[config.mk]
export PLATFORM = sky130hd
export DESIGN_NAME = fwd_hazard_unit
export DESIGN_NICKNAME = d
export VERILOG_FILES = /design/src/rtl/fwd_pkg.sv /design/src/rtl/fwd_hazard_unit_src_match.sv /design/src/rtl/fwd_hazard_unit.sv
export SDC_FILE = /design/constraint.sdc
export NUM_CORES = 1
export LEC_CHECK = 0
export CORE_ASPECT_RATIO = 0.7
export CORE_MARGIN = 1.5
export CORE_UTILIZATION = 40
export CTS_CLUSTER_SIZE = 16
export DETAILED_ROUTE_END_ITERATION = 7
export PLACE_DENSITY = 0.78
export SLEW_MARGIN = 20
export SYNTH_ARGS = -nofsm -noshare
export SYNTH_HDL_FRONTEND = slang
export SYNTH_SLANG_ARGS = --single-unit
[constraint.sdc]
create_clock -name clk -period 3.21 [get_ports clk]
set_clock_uncertainty 0.15 [all_clocks]
set_input_delay 0.642 -clock clk [delete_from_list [all_inputs] [get_ports clk]]
set_output_delay 0.642 -clock clk [all_outputs]
set_load 0.02 [all_outputs]
[src/rtl/fwd_pkg.sv]
// ============================================================================
//  Module      : fwd_pkg
//  Description : Shared types and helpers for the EX-stage forwarding and
//                load-use hazard unit (slot record, select width, RF code).
//  Revision    : 1.0 - initial release
// ============================================================================
`default_nettype none

package fwd_pkg;

    // Slot fields are sized for the widest supported configuration; narrower
    // register addresses and ready stages are zero-extended into them.
    localparam int FWD_MAX_AW    = 8;
    localparam int FWD_MAX_SEL_W = 8;

    // Forward-select code meaning "take the operand from the register file".
    localparam int FWD_SEL_RF    = 0;

    // One in-flight producer: valid, destination, writes-rd, first ready slot.
    typedef struct packed {
        logic                     valid;
        logic [FWD_MAX_AW-1:0]    rd;
        logic                     wr;
        logic [FWD_MAX_SEL_W-1:0] rdy;
    } fwd_slot_t;

    // Width of a forward select able to encode 0 (regfile) .. num_fwd (taps).
    function automatic int fwd_sel_width(input int num_fwd);
        return (num_fwd < 1) ? 1 : $clog2(num_fwd + 1);
    endfunction

endpackage

`default_nettype wire

[src/rtl/fwd_hazard_unit_src_match.sv]
// ============================================================================
//  Module      : fwd_src_match
//  Description : Priority matcher for one source operand. Searches the
//                forwardable slots and reports the youngest producer of the
//                operand plus whether its result is not yet available.
//  Revision    : 1.0 - initial release
// ============================================================================
`default_nettype none

module fwd_src_match
    import fwd_pkg::*;
#(
    parameter int NUM_FWD = 2,
    parameter int REG_AW  = 5,
    localparam int FWD_SEL_W = fwd_sel_width(NUM_FWD)
) (
    input  fwd_slot_t            i_slots [NUM_FWD],
    input  logic [REG_AW-1:0]    i_rs,
    input  logic                 i_rs_used,
    output logic                 o_hit,
    output logic [FWD_SEL_W-1:0] o_j,
    output logic                 o_needs_stall
);

    // Scan oldest to youngest so the lowest matching index is the final winner.
    always_comb begin
        o_hit         = 1'b0;
        o_j           = '0;
        o_needs_stall = 1'b0;
        if (i_rs_used && (i_rs != '0)) begin
            for (int j = NUM_FWD - 1; j >= 0; j--) begin
                if (i_slots[j].valid && i_slots[j].wr &&
                    (i_slots[j].rd == FWD_MAX_AW'(i_rs)) && (i_slots[j].rd != '0)) begin
                    o_hit         = 1'b1;
                    o_j           = FWD_SEL_W'(j);
                    o_needs_stall = (i_slots[j].rdy > FWD_MAX_SEL_W'(j + 1));
                end
            end
        end
    end

endmodule

`default_nettype wire

[src/rtl/fwd_hazard_unit.sv]
// ============================================================================
//  Module      : fwd_hazard_unit
//  Description : EX-stage forwarding and load-use hazard unit. Tracks the
//                in-flight producers in a shadow pipeline (EX + NUM_FWD taps),
//                raises a combinational ID stall when a needed result is not
//                ready, and registers per-operand forward selects for EX.
//  Options     : FWD_PERF_CNT_EN - adds a saturating stall_cnt output.
//  Revision    : 1.0 - initial release
// ============================================================================
`default_nettype none

module fwd_hazard_unit
    import fwd_pkg::*;
#(
    parameter int NUM_SRC = 2,
    parameter int NUM_FWD = 2,
    parameter int REG_AW  = 5,
    localparam int FWD_SEL_W = fwd_sel_width(NUM_FWD)
) (
    input  logic                         clk,
    input  logic                         rst_n,
    input  logic                         id_valid,
    input  logic [NUM_SRC*REG_AW-1:0]    id_rs,
    input  logic [NUM_SRC-1:0]           id_rs_used,
    input  logic [REG_AW-1:0]            id_rd,
    input  logic                         id_regwrite,
    input  logic [FWD_SEL_W-1:0]         id_rdy_stage,
    input  logic                         hold,
    input  logic                         flush,
    output logic                         stall,
    output logic                         ex_valid,
    output logic [NUM_SRC*FWD_SEL_W-1:0] fwd_sel
`ifdef FWD_PERF_CNT_EN
    ,
    output logic [31:0]                  stall_cnt
`endif
);

    localparam logic [FWD_SEL_W-1:0] C_RDY_MIN = FWD_SEL_W'(1);
    localparam logic [FWD_SEL_W-1:0] C_RDY_MAX = FWD_SEL_W'(NUM_FWD);
    localparam logic [FWD_SEL_W-1:0] C_ONE     = FWD_SEL_W'(1);

    fwd_slot_t                    slot_q [NUM_FWD+1];
    fwd_slot_t                    slot_d [NUM_FWD+1];
    fwd_slot_t                    w_search [NUM_FWD];
    logic [NUM_SRC*FWD_SEL_W-1:0] fwd_sel_q;
    logic [NUM_SRC*FWD_SEL_W-1:0] fwd_sel_d;
    logic [FWD_SEL_W-1:0]         w_rdy_clamped;
    logic [NUM_SRC-1:0]           w_hit;
    logic [NUM_SRC-1:0]           w_needs_stall;
    logic [FWD_SEL_W-1:0]         w_j [NUM_SRC];
    logic                         w_accept;

    // Only EX and the taps before the last one can still feed a later consumer.
    always_comb begin
        for (int k = 0; k < NUM_FWD; k++) begin
            w_search[k] = slot_q[k];
        end
    end

    // Ready stage 0 is treated as ALU-like; anything past the last tap saturates.
    always_comb begin
        w_rdy_clamped = id_rdy_stage;
        if (id_rdy_stage < C_RDY_MIN) begin
            w_rdy_clamped = C_RDY_MIN;
        end else if (id_rdy_stage > C_RDY_MAX) begin
            w_rdy_clamped = C_RDY_MAX;
        end
    end

    for (genvar s = 0; s < NUM_SRC; s++) begin : g_src
        fwd_src_match #(
            .NUM_FWD (NUM_FWD),
            .REG_AW  (REG_AW)
        ) u_match (
            .i_slots       (w_search),
            .i_rs          (id_rs[s*REG_AW +: REG_AW]),
            .i_rs_used     (id_rs_used[s]),
            .o_hit         (w_hit[s]),
            .o_j           (w_j[s]),
            .o_needs_stall (w_needs_stall[s])
        );
    end

    // A flushed ID instruction can neither stall nor enter EX.
    assign stall    = id_valid & ~flush & (|w_needs_stall);
    assign w_accept = id_valid & ~flush & ~(|w_needs_stall);

    // Shift the shadow pipeline and compute EX-aligned selects on each advance.
    always_comb begin
        slot_d    = slot_q;
        fwd_sel_d = fwd_sel_q;
        if (!hold) begin
            for (int k = NUM_FWD; k >= 1; k--) begin
                slot_d[k] = slot_q[k-1];
            end
            slot_d[0] = '0;
            fwd_sel_d = '0;
            if (w_accept) begin
                slot_d[0].valid = 1'b1;
                slot_d[0].rd    = FWD_MAX_AW'(id_rd);
                slot_d[0].wr    = id_regwrite;
                slot_d[0].rdy   = FWD_MAX_SEL_W'(w_rdy_clamped);
                for (int s = 0; s < NUM_SRC; s++) begin
                    fwd_sel_d[s*FWD_SEL_W +: FWD_SEL_W] =
                        w_hit[s] ? (w_j[s] + C_ONE) : FWD_SEL_W'(FWD_SEL_RF);
                end
            end
        end
    end

    // Slot and select state; reset drops every in-flight producer.
    always_ff @(posedge clk or negedge rst_n) begin
        if (!rst_n) begin
            for (int k = 0; k <= NUM_FWD; k++) begin
                slot_q[k] <= '0;
            end
            fwd_sel_q <= '0;
        end else begin
            slot_q    <= slot_d;
            fwd_sel_q <= fwd_sel_d;
        end
    end

    assign ex_valid = slot_q[0].valid;
    assign fwd_sel  = fwd_sel_q;

`ifdef FWD_PERF_CNT_EN
    logic [31:0] stall_cnt_q;
    logic [31:0] stall_cnt_d;

    // Count cycles lost to hazards; frozen cycles are not charged.
    always_comb begin
        stall_cnt_d = stall_cnt_q;
        if (stall && !hold && (stall_cnt_q != 32'hFFFF_FFFF)) begin
            stall_cnt_d = stall_cnt_q + 32'd1;
        end
    end

    // Saturating stall counter register.
    always_ff @(posedge clk or negedge rst_n) begin
        if (!rst_n) begin
            stall_cnt_q <= '0;
        end else begin
            stall_cnt_q <= stall_cnt_d;
        end
    end

    assign stall_cnt = stall_cnt_q;
`endif

endmodule

`default_nettype wire

After elaboration in Yosys (flattened, before gate mapping):

Index checks and enable logic that the tools add are counted.

* reduce and logical (&&, ||, !) cells: 17
* eq/ne operators: 4
* magnitude comparators: 4
* multiplexer cells: 24
* add/sub/neg operators: 2
* bitwise logic cells: 5

Operators with widths (number)
* $eq 8x5->1: 4
* $mux 18: 1
* $mux 1: 16
* $reduce_bool 8->1: 2
* $logic_and 1x1->1: 12
* $mux 2: 6
* $reduce_bool 5->1: 2
* $gt 8x1->1 const B: 1
* $gt 8x2->1 const B: 1
* $add 2x1->2 const B: 2
* $mux 4: 1
* $and 1x1->1: 3
* $gt 2x2->1 const B: 1
* $lt 2x1->1 const B: 1
* $not 1->1: 2
* $reduce_or 2->1: 1

* output and inout port bits: 6
* flip-flop bits (word level): 40

Longest topological paths before layout:

Gate-level depths: netlist (run 1).

* depth after elaboration: 10
* mapped depth: 7
* depth with buffers taken out: 6

Cells and area by module:

A second synthesis (run 1) with hierarchy kept.

* cell total of the unflattened synthesis: 148
* area total of the unflattened synthesis: 1402.6 sq um

By module, submodules not included
* fwd_hazard_unit: sequential area each 550.5 sq um, area each 914.6 sq um, cells an instance 76, instances 1
* fwd_src_match: sequential area each 0.0 sq um, area each 244.0 sq um, cells an instance 36, instances 2

Least setup slack after synthesis (run 1):

Ideal clock, no wire load.

* path type: input to output
* from: input id_rs[0]
* to: output stall
* stages on the path: 7
* arrival: 1.905 ns
* setup slack: 0.513 ns
* data required time: 2.418 ns
* path buffers: 1
* cells stage by stage: or4_1 > o21ai_2 > nor2_1 > nand3_1 > a21o_1 > buf_4 > a21oi_1

* cells in the longest elaborated chain, start to end: 8

RTL lines
* start, declared: line fwd_hazard_unit.sv:23 `input logic [NUM_SRC*REG_AW-1:0] id_rs,`
* $eq 8x5->1: line fwd_hazard_unit_src_match.sv:33 `(i_slots[j].rd == FWD_MAX_AW'(i_rs)) && (i_slots[j].rd != '0)) begin`
* $logic_and 1x1->1: line fwd_hazard_unit_src_match.sv:32 `if (i_slots[j].valid && i_slots[j].wr &&`
* $logic_and 1x1->1: line fwd_hazard_unit_src_match.sv:33
* $mux 1 (2 in a row): line fwd_hazard_unit_src_match.sv:32
* $mux 1 *: line fwd_hazard_unit_src_match.sv:30 `if (i_rs_used && (i_rs != '0)) begin`
* $reduce_or 2->1 *: line fwd_hazard_unit.sv:86 `assign stall = id_valid & ~flush & (|w_needs_stall);`
* $and 1x1->1 *: line fwd_hazard_unit.sv:86
* end, declared: line fwd_hazard_unit.sv:30 `output logic stall,`

Mark *: on every way between the ends. The rest lies on a longest branch, timed or not.

Worst setup path in the final report (run 1):

* from: input id_rs[2]
* to: output stall

The elaborated chain is that of the path after synthesis.

==> results of run 1 <==
==> worst max-delay path, stage by stage <==
cell             delay [ps]
clkdlybuf4s50_1         450
or4_1                   500
o21ai_2                 170
nor2_1                   70
nand3_1                 110
a21o_1                  160
a21oi_2                  80
buf_6                   130
==> power by group through the flow <==
stage                     Combinational, mW  Clock [mW]  Sequential (mW)
after floorplan                      0.0587           0            0.312
after global placement                0.114           0            0.317
after detailed placement              0.118           0            0.318
after CTS                             0.119       0.264            0.313
after global routing                  0.132       0.279            0.315
final                                 0.121       0.261            0.314
==> worst max-delay path by stage <==
stage / from / end / slack (ps) / cells after the start
2_1_floorplan: id_rs[0] / stall / 510 / 7
3_3_place_gp: id_rs[8] / stall / -410 / 8
3_5_place_dp: id_rs[8] / stall / -430 / 8
4_1_cts: id_rs[6] / stall / 20 / 8
5_1_grt: id_rs[2] / stall / -20 / 8
6_report: id_rs[2] / stall / 120 / 8
==> through the flow <==
step,setup TNS [ps],instances
after global placement,-413,189
after CTS,0,194
after detailed placement,-433,189
after floorplan,0,113
final,0,196
after global routing,-20.1,196
==> what timing repair did <==
item / in CTS / in global routing
pin swaps: 2 / 6
resized for setup: 7 / 9
setup buffers: 1 / 2
setup endpoints to repair: 1 / 1
==> Yosys cell counts (all sizes together) <==
master / count
nand2: 7
clkbuf: 5
a221o: 1
nor3: 6
buf: 1
mux2: 9
a22o: 2
xor2: 8
nor3b: 9
a21o: 1
dfrtp: 22
nor4: 1
o21ai: 2
nor2: 3
a32o: 9
or4: 3
a21oi: 2
o31ai: 2
o211ai: 1
nand2b: 1
xnor2: 12
o22ai: 1
nand3: 3
nand4: 2
==> registers in the layout, indices dropped and copies added (netlist names) <==
register  cells
slot_q       17
fwd_sel       4
ex_valid      1
==> layout by cell type, fill, tap and decap left out, drive strengths merged, types with 3 or more instances in the layout <==
master	Yosys	layout
or4	3	3
nor3b	9	9
dlymetal6s2s	0	5
xnor2	12	12
nor3	6	6
xor2	8	8
nand3	3	3
nor2	3	3
a32o	9	9
mux2	9	9
nand2	7	7
clkbuf	5	3
dfrtp	22	22
buf	1	21
clkdlybuf4s50	0	21
==> metal layers <==
layer / global-route usage / up-vias / routed length, um / part of all wire
li1: - / 518 / - / -
met4: 0.0523 / 0 / 34 / 0.011
met5: 0 / - / 0 / 0
met1: 0.256 / 538 / 1500 / 0.48
met2: 0.306 / 31 / 1430 / 0.46
met3: 0.0558 / 4 / 158 / 0.051
==> kinds of logic (layout without fill, tap and decap cells) <==
| logic type | after synthesis | count (layout) | synth area share |
|---|---|---|---|
| buffers and inverters | 6 | 53 | 0.0213 |
| DFF | 22 | 22 | 0.447 |
| muxes | 9 | 9 | 0.0822 |
| AOI/OAI and AO/OA | 21 | 21 | 0.147 |
| and+or+nand+nor | 35 | 35 | 0.160 |
| xor gates and xnor gates | 20 | 20 | 0.142 |
==> layout make-up <==
class,instances,area (um^2)
multi-input combinational,85,672
clock buffer,3,41.3
fill,232,1070
timing repair buffer,49,452
tap,36,45.0
sequential,22,551
clock inverter,1,30.0
==> impl_metrics.json, run 1 <==
{
  "preCtsSetupSlack_ps": -433,
  "place_area_mm2": 0.00167,
  "post-route-worst-setup-slack_ps": 115,
  "worstHoldEndpoint": "fwd_sel[3]$_DFFE_PN0N_",
  "endpoint_kind": "primary output",
  "yosys_warnings": 0,
  "syn-cell-area_mm2": 0.00123,
  "p_int_uw": 532,
  "hpwlAfterDp_um": 2310,
  "clkTransAtPathRegs_ps": 80,
  "grt_overflow_total": 0,
  "core_area_mm2": 0.00286,
  "row_count": 16,
  "ys_seq_elements": 22,
  "grt_util_all_layers": 0.192,
  "switching_share": 0.235,
  "cts_tree": "built",
  "power_density_mw_per_mm2": 389,
  "cts_sinks": 22,
  "synth_top_area_share": 0.447,
  "max_freq_ghz": 0.323,
  "slew_violations": 0,
  "cp.arrival_ps": 2300,
  "dieArea_mm2": 0.00343,
  "final_cell_area_mm2": 0.00179,
  "setup_viol": 0,
  "chipWidth_um": 69.3,
  "fin_util": 0.625,
  "n_antenna_cell": 0,
  "initial_core_util": 0.431,
  "vias": 1091,
  "fin_hold_ws_ps": 334,
  "detail_route.wl_per_cell_um": 16.0,
  "gp_congestion": 0.888,
  "syn_area_per_cell_um2": 10.9,
  "startpoint_type": "primary input",
  "fin_total_pwr_uw": 696,
  "first_global_vias": 1073,
  "p_clk_frac": 0.376,
  "routed_wl_um": 3130,
  "r2r_end": "slot_q[36]$_DFFE_PN0N_",
  "path_max_fanout": 3,
  "power.leakage_nw": 0.776,
  "crit_required_ps": 2420,
  "hold-path-cell-count": 2,
  "clock_latency_ps": 270,
  "p_seq_frac": 0.451,
  "holdCritStartpoint": "fwd_sel[3]$_DFFE_PN0N_",
  "layout-drive-gt1-share": 0.244,
  "status": "complete, no violations",
  "ys_types": 24,
  "peakVddDrop_uv": 225,
  "htree_levels": 1,
  "die_h_um": 49.4,
  "port-buffer-count": 29,
  "dr.pass1.iters": 4,
  "worstSetupPathType": "primary input to primary output",
  "drt_iter0_drc": 61,
  "io_pins": 31,
  "maxCapViolations": 0,
  "synth_top_area_cell": "dfrtp_1",
  "min_path_type": "flop to flop",
  "route.antenna.remaining_nets": 0,
  "r2r_cells": 7,
  "combPwrFrac": 0.174,
  "power_switching_uw": 164,
  "netlist_top_cells_area": "dfrtp_1 (45%), xnor2_1 (8.5%), mux2_2 (8.2%)",
  "fin_crit_sh": 0.964,
  "root_buffer": "clkbuf_8",
  "reg2reg_slack_ps": 1000,
  "vias_per_cell": 5.57,
  "numCtsBuffers": 3,
  "r2r_start": "slot_q[28]$_DFFE_PN0N_",
  "fin_crit_ps": 3090,
  "synth_nets": 138,
  "grt_pass1_wl_um": 5160,
  "yosysSeqAreaShare": 0.447,
  "ctsHoldBuffers": 0,
  "slew_headroom": 0.495,
  "tightestPinTransition_ps": 756,
  "area_growth_pct": 45.3,
  "drcViolationCount": 0,
  "clockBufferDepth": 2,
  "grt_max_degree": 23,
  "nets": 186,
  "antenna_found_initial": 0,
  "hold_viol": 0,
  "synthesis.instances": 113
}
No activity file was read; power rests on OpenSTA's default activity.
==> inputs of run 2 (changes only) <==
--- a/config.mk
+++ b/config.mk
@@ -7,11 +7,10 @@
 export LEC_CHECK = 0
 export CORE_ASPECT_RATIO = 0.7
 export CORE_MARGIN = 1.5
-export CORE_UTILIZATION = 40
+export CORE_UTILIZATION = 30
 export CTS_CLUSTER_SIZE = 16
 export DETAILED_ROUTE_END_ITERATION = 7
-export PLACE_DENSITY = 0.78
-export SLEW_MARGIN = 20
+export PLACE_DENSITY = 0.66
 export SYNTH_ARGS = -nofsm -noshare
 export SYNTH_HDL_FRONTEND = slang
 export SYNTH_SLANG_ARGS = --single-unit
==> constraint.sdc (replaced) <==
create_clock -name clk -period 2.8 [get_ports clk]
set_clock_uncertainty 0.15 [all_clocks]
set_input_delay 0.56 -clock clk [delete_from_list [all_inputs] [get_ports clk]]
set_output_delay 0.56 -clock clk [all_outputs]
set_load 0.02 [all_outputs]
==> impl_metrics.json, run 2 (synthesis gave the netlist of run 1 again) <==
{
  "status": "complete, no violations",
  "multi_input_area_um2": 713,
  "power_switching_uw": 187,
  "slew_violations": 0,
  "antenna_found_initial": 0,
  "grt_pass1_wl_um": 5950,
  "fin_crit_sh": 0.993,
  "largest_reg_flops": 17,
  "largest_register": "slot_q",
  "worstHoldEndpoint": "slot_q[36]$_DFFE_PN0N_",
  "n_antenna_cell": 0,
  "r2r_end": "fwd_sel[1]$_DFFE_PN0N_",
  "fin_crit_ps": 2780,
  "post-route-worst-setup-slack_ps": 19.4,
  "crit_required_ps": 2820,
  "p_int_uw": 554,
  "root_buffer": "clkbuf_8",
  "final_common_cell": "buf_4",
  "r2r_cells": 15,
  "layout-drive-gt1-share": 0.401,
  "drcViolationCount": 0,
  "holdCritStartpoint": "slot_q[36]$_DFFE_PN0N_",
  "drt_iter0_drc": 34,
  "cts_sinks": 22,
  "clkTransAtPathRegs_ps": 80,
  "port-buffer-count": 29,
  "row_count": 19,
  "place_area_mm2": 0.00176,
  "clock_latency_ps": 260,
  "first_global_vias": 1198,
  "startpoint_type": "primary input",
  "grt_util_all_layers": 0.175,
  "fill_cells": 357,
  "endpoint_kind": "flop",
  "worstSetupPathType": "primary input to flop",
  "p_seq_frac": 0.478,
  "rsz0062_at_grt": "yes",
  "dr.pass1.iters": 4,
  "initial_core_util": 0.314,
  "hpwlAfterDp_um": 2450,
  "die_h_um": 56.6,
  "routed_wl_um": 3640,
  "fin_util": 0.512,
  "tightestPinTransition_ps": 300,
  "path_max_fanout": 2,
  "grt_overflow_total": 0,
  "grt_max_degree": 23,
  "switching_share": 0.252,
  "peakVddDrop_uv": 185,
  "io_pins": 31,
  "final_cell_mix": "buf_4 (47), dfrtp_1 (21), clkdlybuf4s50_1 (17)",
  "cp.arrival_ps": 2800,
  "numCtsBuffers": 3,
  "max_freq_ghz": 0.360,
  "maxCapViolations": 0,
  "core_area_mm2": 0.00392,
  "combPwrFrac": 0.216,
  "cts_tree": "built",
  "power.leakage_nw": 0.868,
  "hold-path-cell-count": 1,
  "ctsHoldBuffers": 0,
  "fin_hold_ws_ps": 350,
  "reg2reg_slack_ps": 60,
  "r2r_start": "slot_q[46]$_DFFE_PN0N_",
  "detail_route.wl_per_cell_um": 15.2,
  "vias": 1189,
  "slew_headroom": 0.799,
  "preCtsSetupSlack_ps": -651,
  "nets": 213,
  "seqCellArea_um2": 552,
  "chipWidth_um": 79.6,
  "final_cell_area_mm2": 0.00201,
  "htree_levels": 1,
  "setup_viol": 0,
  "dieArea_mm2": 0.00451,
  "area_growth_pct": 63.0,
  "clockBufferDepth": 2,
  "min_path_type": "flop to flop",
  "hold_viol": 0,
  "p_clk_frac": 0.306,
  "power_density_mw_per_mm2": 368,
  "route.antenna.remaining_nets": 0,
  "gp_congestion": 0.857,
  "vias_per_cell": 4.97,
  "fin_total_pwr_uw": 740
}
==> run 2: changes by cell type in the layout (fill, tap and decap cells not counted), moves of 2 or more <==
cell,before,now
clkdlybuf4s15_1,0,4
o21ai_2,2,0
buf_4,20,47
or4_4,0,2
dlymetal6s2s_1,5,1
o21ai_4,0,2
clkbuf_2,0,4
clkdlybuf4s50_1,21,17
or4_1,3,1
==> run 2: through the flow <==
step           setup TNS [ps]  instances
2_1_floorplan               0        113
3_3_place_gp             -752        214
3_5_place_dp             -835        214
4_1_cts                     0        237
5_1_grt                  -164        239
6_report                    0        239
==> run 2: what timing repair did <==
action                                  CTS  global route
buffers inserted                         19             2
pin swaps                                11            13
gates resized for setup                  26            14
endpoints found under the setup margin    1             3
==> run 2: area by class of cell <==
| cell class | instances | area share |
|---|---|---|
| Clock buffer | 4 | 0.0274 |
| Sequential cell | 22 | 0.275 |
| Multi-Input combinational cell | 85 | 0.355 |
| Timing Repair Buffer | 76 | 0.311 |
| Tap cell | 52 | 0.0324 |
==> run 2: worst max path at each step <==
stage	from	end	slack, ps	depth (start not counted)
after floorplan	id_rs[0]	stall	270	7
after global routing	id_rs[9]	fwd_sel[3]$_DFFE_PN0N_	-70	15
final	id_rs[4]	fwd_sel[1]$_DFFE_PN0N_	20	16
after CTS	id_rs[8]	stall	7	8
after global placement	id_rs[3]	stall	-650	8
after detailed placement	id_rs[1]	stall	-650	8
==> run 2: power by group through the flow <==
stage | Clock [mW] | Combinational (mW) | Sequential, mW
6_report | 0.227 | 0.160 | 0.354
5_1_grt | 0.249 | 0.172 | 0.356
4_1_cts | 0.232 | 0.156 | 0.353
3_5_place_dp | 0 | 0.151 | 0.360
3_3_place_gp | 0 | 0.148 | 0.359
2_1_floorplan | 0 | 0.0673 | 0.358
==> run 2: critical path: stages <==
cell	delay [ps]
dlygate4sd2_1	250
buf_4	160
xnor2_1	120
nand4_1	140
buf_4	130
nand3_1	90
buf_4	160
buf_4	120
buf_4	120
buf_4	120
buf_4	120
buf_4	120
buf_4	120
buf_4	120
buf_4	120
o31ai_1	220
==> run 2: layer usage <==
| layer | wire (um) | up-vias | global-route usage |
|---|---|---|---|
| met5 | 0 | - | 0 |
| met2 | 1630 | 33 | 0.275 |
| met4 | 46 | 0 | 0.0602 |
| li1 | - | 570 | - |
| met3 | 163 | 4 | 0.0146 |
| met1 | 1800 | 582 | 0.253 |
